===== src/rtl/pc_sequencer.sv =====
// Program-counter sequencer: picks the next fetch PC from sequential, branch or
// jump sources, paces fetch against if_ready, and buffers one stalled redirect.
module pc_sequencer #(
  parameter int               WIDTH        = 32,
  parameter logic [WIDTH-1:0] RESET_VECTOR = '0,
  parameter int               INC          = 4
) (
  input  logic             clk,
  input  logic             rst_n,
  input  logic             hold,
  input  logic             if_ready,
  input  logic             br_taken,
  input  logic [WIDTH-1:0] br_pc,
  input  logic [WIDTH-1:0] br_simm,
  input  logic             jmp,
  input  logic [WIDTH-1:0] jmp_target,
  output logic             if_req,
  output logic [WIDTH-1:0] pc,
  output logic [WIDTH-1:0] pc_plus,
  output logic             redirect
);

  typedef enum logic [1:0] {S_BOOT, S_RUN, S_WAIT} state_t;

  state_t           state, state_next;
  logic             pend_v, pend_v_next;
  logic [WIDTH-1:0] pend_pc, pend_pc_next;
  logic [WIDTH-1:0] pc_next;
  logic             redirect_next;

  logic             adv;
  logic             arrive;
  logic [WIDTH-1:0] br_target;
  logic [WIDTH-1:0] arrive_pc;

  assign pc_plus   = pc + WIDTH'(INC);
  assign br_target = br_pc + br_simm;
  assign if_req    = (state != S_BOOT) && !hold;
  assign adv       = if_req && if_ready;

  // Jump beats branch whenever both resolve in the same cycle.
  assign arrive    = jmp || br_taken;
  assign arrive_pc = jmp ? jmp_target : br_target;

  always_comb begin
    // NOTE: every output of this block gets a default first so no path leaves
    // a variable unassigned, which would infer a latch.
    state_next    = state;
    pc_next       = pc;
    pend_v_next   = pend_v;
    pend_pc_next  = pend_pc;
    redirect_next = 1'b0;

    case (state)
      S_BOOT:  state_next = S_RUN;
      default: state_next = adv ? S_RUN : S_WAIT;
    endcase

    if (adv) begin
      redirect_next = pend_v || arrive;
      pend_v_next   = 1'b0;
      if (pend_v)      pc_next = pend_pc;
      else if (arrive) pc_next = arrive_pc;
      else             pc_next = pc_plus;
    end else if (arrive && !pend_v) begin
      // A newer redirect while one is buffered is dropped: the older one is
      // architecturally first.
      pend_v_next  = 1'b1;
      pend_pc_next = arrive_pc;
    end
  end

  // NOTE: sequential state uses non-blocking assignments so every register
  // samples the pre-edge values regardless of statement order.
  always_ff @(posedge clk or negedge rst_n) begin
    if (!rst_n) begin
      state    <= S_BOOT;
      pc       <= RESET_VECTOR;
      redirect <= 1'b0;
      pend_v   <= 1'b0;
      // NOTE: pend_pc is only meaningful under pend_v, but it is a single
      // register (not a memory array), so resetting it is cheap and keeps X out.
      pend_pc  <= '0;
    end else begin
      state    <= state_next;
      pc       <= pc_next;
      redirect <= redirect_next;
      pend_v   <= pend_v_next;
      pend_pc  <= pend_pc_next;
    end
  end

endmodule

===== config.mk =====
export PLATFORM = sky130hd
export DESIGN_NAME = pc_sequencer
export DESIGN_NICKNAME = d
export VERILOG_FILES = /design/src/rtl/pc_sequencer.sv
export SDC_FILE = /design/constraint.sdc
export NUM_CORES = 1
export LEC_CHECK = 0
export ABC_AREA = 1
export CORE_MARGIN = 1
export CORE_UTILIZATION = 40
export CTS_CLUSTER_DIAMETER = 30
export DETAILED_ROUTE_END_ITERATION = 7
export GPL_TIMING_DRIVEN = 0
export PLACE_DENSITY_LB_ADDON = 0.08
export SLEW_MARGIN = 20
export SYNTH_ARGS = -nofsm -noshare
export SYNTH_HDL_FRONTEND = slang
export SYNTH_SLANG_ARGS = --single-unit

===== constraint.sdc =====
create_clock -name clk -period 4.4 [get_ports clk]
set_input_delay 0.88 -clock clk [delete_from_list [all_inputs] [get_ports clk]]
set_output_delay 0.88 -clock clk [all_outputs]
set_load 0.005 [all_outputs]

# == Yosys cells after proc, flatten, opt, wreduce, memory -nomap -nowiden ==
# Cells that the tools add are included.
# word_totals
register_bits,68
input_bits,102
output_inout_bits,66
word_cells,27
# op_classes
n_addsub,2
n_mux,8
bitwise,1
reduce_logical,11
# ops
op,n
32-bit 2-to-1 mux,3
32-bit by 3-bit adder with 32-bit output (second input constant),1
32-bit adder,1
2-bit 2-to-1 mux,2
2-bit nonzero test,2
1-bit logical AND,3
1-bit 2-to-1 mux,3
1-bit logical NOT,2
2-bit logical NOT,1
1-bit logical OR,2
2-bit AND reduction,1
1-bit inverter,1

# == Depth between registers and ports, before layout ==
# depth
depth_word,5
mapped_depth,17
ltp_nobuf,17

# == Least setup slack after synthesis ==
# Ideal clock, no wire load.
# synth_path
path_type,input-to-reg
from,in br_pc[0]
to,reg pc[16]
setup_time_ns,0.117
arrival_time_ns,2.395
t_required_ns,4.283
slack_ns,1.888
cell_stages,17
n_path_buf,0
path_cell_list,ha_1 -> inv_1 -> fa_1 -> inv_1 -> nand3_1 -> nand3_1 -> nand2_1 -> nand3_1 -> nand2_1 -> nand2_1 -> nand2_1 -> nand3_1 -> nand2_1 -> nand2_1 -> nand2_1 -> nand2_1 -> nand2_1
# synth_between
elab_chain_len,4
# synth_lines
element,line,source
"start, declared",13,"input logic [WIDTH-1:0] br_pc,"
32-bit adder,37,assign br_target = br_pc + br_simm;
32-bit 2-to-1 mux,43,assign arrive_pc = jmp ? jmp_target : br_target;
32-bit 2-to-1 mux,63,else if (arrive) pc_next = arrive_pc;
32-bit 2-to-1 mux,62,if (pend_v) pc_next = pend_pc;
"end signal, assigned",86,pc <= pc_next;
"end, declared",18,"output logic [WIDTH-1:0] pc,"
# Every way passes these cells.
# A chain may end at the register's enable or synchronous reset.

# == Worst setup path in the final report ==
# layout_path
from,reg pc[3]
to,out pc_plus[22]
# layout_between
elab_chain_len,1
# layout_lines
element,line,source
32-bit by 3-bit adder with 32-bit output,36,assign pc_plus = pc + WIDTH'(INC);
"end, declared",19,"output logic [WIDTH-1:0] pc_plus,"
# Every way passes these cells.

==> out/summary.json <==
{
  "chipHeight": {"value": 131, "unit": "um"},
  "clkLatencyLatePin": {"value": 0.34, "unit": "ns"},
  "postRouteWirelength": {"value": 21700, "unit": "um"},
  "critPathMaxStageDelay": {"value": 0.51, "unit": "ns"},
  "r2r_start": {"value": "pend_v$_DFFE_PN0P_"},
  "worst_ep_required_time": {"value": 3.52, "unit": "ns"},
  "start_util": {"value": 41.5, "unit": "%"},
  "slew_headroom": {"value": 61.2, "unit": "%"},
  "routed_wire_length_per_instance": {"value": 14.5, "unit": "um"},
  "path_cells": {"value": "ha_1 -> nand3_2 -> nor3_4 -> nand2_2 -> nor2_4 -> nand2_2 -> nor2_2 -> nand2_1 -> nand2_1 -> clkdlybuf4s50_1"},
  "fill_cells": {"value": 1647},
  "post_synth.cell_area_avg": {"value": 6.03, "unit": "um^2"},
  "detailedRoute.firstPassIterationCount": {"value": 5},
  "setup.worst_path.start_class": {"value": "flop"},
  "report.final.slew_viol_count": {"value": 0},
  "horizontal_die_dimension": {"value": 131, "unit": "um"},
  "drc_errors": {"value": 0},
  "cts.sinks": {"value": 68},
  "layout_overhead_on_the_synthesized_area": {"value": 33.9, "unit": "%"},
  "io-pin-count": {"value": 168},
  "core_outline_area": {"value": 0.0161, "unit": "mm^2"},
  "route.vias.total": {"value": 7440},
  "cts_repair_resize_count": {"value": 0},
  "setup-violations-final": {"value": 0},
  "final.period_utilization": {"value": 78.8, "unit": "%"},
  "timing.final.hold_violations": {"value": 0},
  "totalPowerFinal": {"value": 4.12, "unit": "mW"},
  "routability_congestion_estimate_from_global_placement": {"value": 0.897},
  "layout.cell_area.non_filler": {"value": 0.00892, "unit": "mm^2"},
  "insertedDiodeCount": {"value": 0},
  "dominantRegCellSynth": {"value": "dfrtp_1"},
  "tritoncts.num_buffers": {"value": 9},
  "synth_cell_types": {"value": 48},
  "clk_pin_slew": {"value": 0.06, "unit": "ns"},
  "postSynthRegisterBits": {"value": 68},
  "clock.fmax": {"value": 288, "unit": "MHz"},
  "vias_per_cell": {"value": 4.95},
  "post-cts-setup-buffers": {"value": 0},
  "clk_path_buf_depth": {"value": 2},
  "drive_above_1_share": {"value": 5.82, "unit": "%"},
  "place_area": {"value": 0.00862, "unit": "mm^2"},
  "hold_path.class": {"value": "in2async"},
  "outcome": {"value": "finished clean"},
  "number_of_h_tree_levels": {"value": 3},
  "grt.total_usage": {"value": 26.1, "unit": "%"},
  "rows": {"value": 46},
  "overflow": {"value": 0},
  "post-dp-hpwl": {"value": 18200, "unit": "um"},
  "yosys-top-cells-area": {"value": "dfrtp_1, nand2_1, inv_1"},
  "fin_nets": {"value": 1418},
  "fp.dieArea": {"value": 0.0172, "unit": "mm^2"},
  "grt_setup_unrepaired": {"value": "false"},
  "antenna_found_initial": {"value": 0},
  "power.density": {"value": 462, "unit": "mW/mm^2"},
  "clock-root-buffer": {"value": "clkbuf_16"},
  "yosys_warnings": {"value": 0},
  "crit_path_top_delay_cell": {"value": "clkdlybuf4s50_1"},
  "grt_pass1_wl": {"value": 33900, "unit": "um"},
  "async_reset_ff_share": {"value": 100, "unit": "%"},
  "synth_edf_count": {"value": 0},
  "synth_top_cell_by_area": {"value": "dfrtp_1"},
  "hold-worst-slack": {"value": 0.440, "unit": "ns"},
  "final_antenna_net_count": {"value": 0},
  "layout_min_cycle_time": {"value": 3.47, "unit": "ns"},
  "cts-hold-fix-buffers": {"value": 0},
  "final_common_cell": {"value": "nand2_1"},
  "synth_cells": {"value": 1105},
  "critical_path.startpoint": {"value": "pc[3]$_DFFE_PN0P_"},
  "layout_common_cells": {"value": "nand2_1, clkdlybuf4s50_1, inv_1"},
  "place.port_buffers": {"value": 166},
  "max_slew.worst_pin.slew": {"value": 0.582, "unit": "ns"},
  "seq_area": {"value": 0.00170, "unit": "mm^2"},
  "synth.cell_area": {"value": 0.00666, "unit": "mm^2"},
  "cts_tree": {"value": "built"},
  "power.leakage": {"value": 4.58, "unit": "nW"},
  "synth_sequential_area_ratio": {"value": 25.5, "unit": "%"},
  "grt_max_degree": {"value": 46},
  "syn_nets": {"value": 1240},
  "drv.max_cap_violation_count": {"value": 0},
  "vdd_drop_max": {"value": 0.226, "unit": "mV"},
  "drt_iter0_drc": {"value": 454},
  "timing.critical_path.fanout_max": {"value": 4},
  "first_global_vias": {"value": 6604},
  "timing.critical_path.arrival": {"value": 2.59, "unit": "ns"},
  "synth.top_cell.area_share": {"value": 25.5, "unit": "%"},
  "cp-end-kind": {"value": "primary output"},
  "clock-skew-final": {"value": 0.00821, "unit": "ns"},
  "critical_path_class": {"value": "reg2out"},
  "multiInputGateArea": {"value": 0.00421, "unit": "mm^2"},
  "totalNegativeSetupSlack": {"value": 0, "unit": "ns"}
}
cell families after synthesis:
kind of cell	share of synthesized area [%]
XOR/XNOR	3.76
adder cells (fa/ha/maj)	6.31
flip-flops	25.5
AND/OR/NAND/NOR	42.7
AO/OA/AOI/OAI	10.5
buffers and inverters	11.2
worst max-delay path: cells and delay by family (launching register included):
kind | cells | cell delay (ns)
AND/OR/NAND/NOR | 8 | 1.09
flip-flops | 1 | 0.41
adder cells (fa/ha/maj) | 1 | 0.25
buffers and inverters | 1 | 0.51
final timing paths:
path	end	slack (ns)	cells after the start
worst min-delay path	state[0]$_DFF_PN0_	0.44	1
max in group asynchronous	pend_pc[23]$_DFFE_PN0P_	3.41	2
worst max register to register	pend_pc[29]$_DFFE_PN0P_	2.27	7
worst min register to register	pend_pc[1]$_DFFE_PN0P_	0.48	2
worst max-delay path	pc_plus[22]	0.93	10
min in group clk	pend_pc[1]$_DFFE_PN0P_	0.48	2
power by group:
| group | switching, mW | internal, mW |
|---|---|---|
| logic | 1.09 | 1.09 |
| registers | 0.299 | 0.928 |
| clock network | 0.284 | 0.429 |
synth_stat cells, types with 8 or more instances:
master,n
a21oi_1,46
a31oi_1,8
ha_1,32
xor2_1,18
nand3_1,95
nor2_1,76
nand4_1,11
inv_1,160
nor3_1,15
nand2_1,420
dfrtp_1,68
o21ai_0,28
clkbuf_1,18
or2_2,21
flip-flops by register name, summed over array words and instances, names as in the netlist:
register and flops:
pend_pc 32, pc 32, pend_v 1, state 2, redirect 1
area by class of cell:
| cell class | count | area share, % |
|---|---|---|
| multi-input combinational | 843 | 47.2 |
| sequential | 68 | 19.1 |
| timing repair buffer | 167 | 18.9 |
| inverter | 164 | 6.90 |
| tap | 216 | 3.03 |
| clock buffer | 12 | 2.99 |
| buffer | 30 | 1.46 |
| clock inverter | 4 | 0.365 |
metrics by stage:
stage                     setup WS (ns)  util (%)  std cells
after floorplan                    1.89         -       1105
after global placement          -0.0115      53.5       1487
after detailed placement           1.01      53.7       1488
after CTS                         0.916      55.5       1504
after global routing              0.761      55.5       1504
final                             0.931      55.5       1504
per-layer routing:
metal / vias to the layer above / part of all wire [%] / GRT usage (%)
met1: 3339 / 46 / 35.1
met4: 0 / 1.3 / 6.22
met3: 21 / 5.1 / 2.12
met5: - / 0 / 0
met2: 228 / 48 / 45.2
li1: 3852 / - / -
No activity file was read; power rests on OpenSTA's default activity.
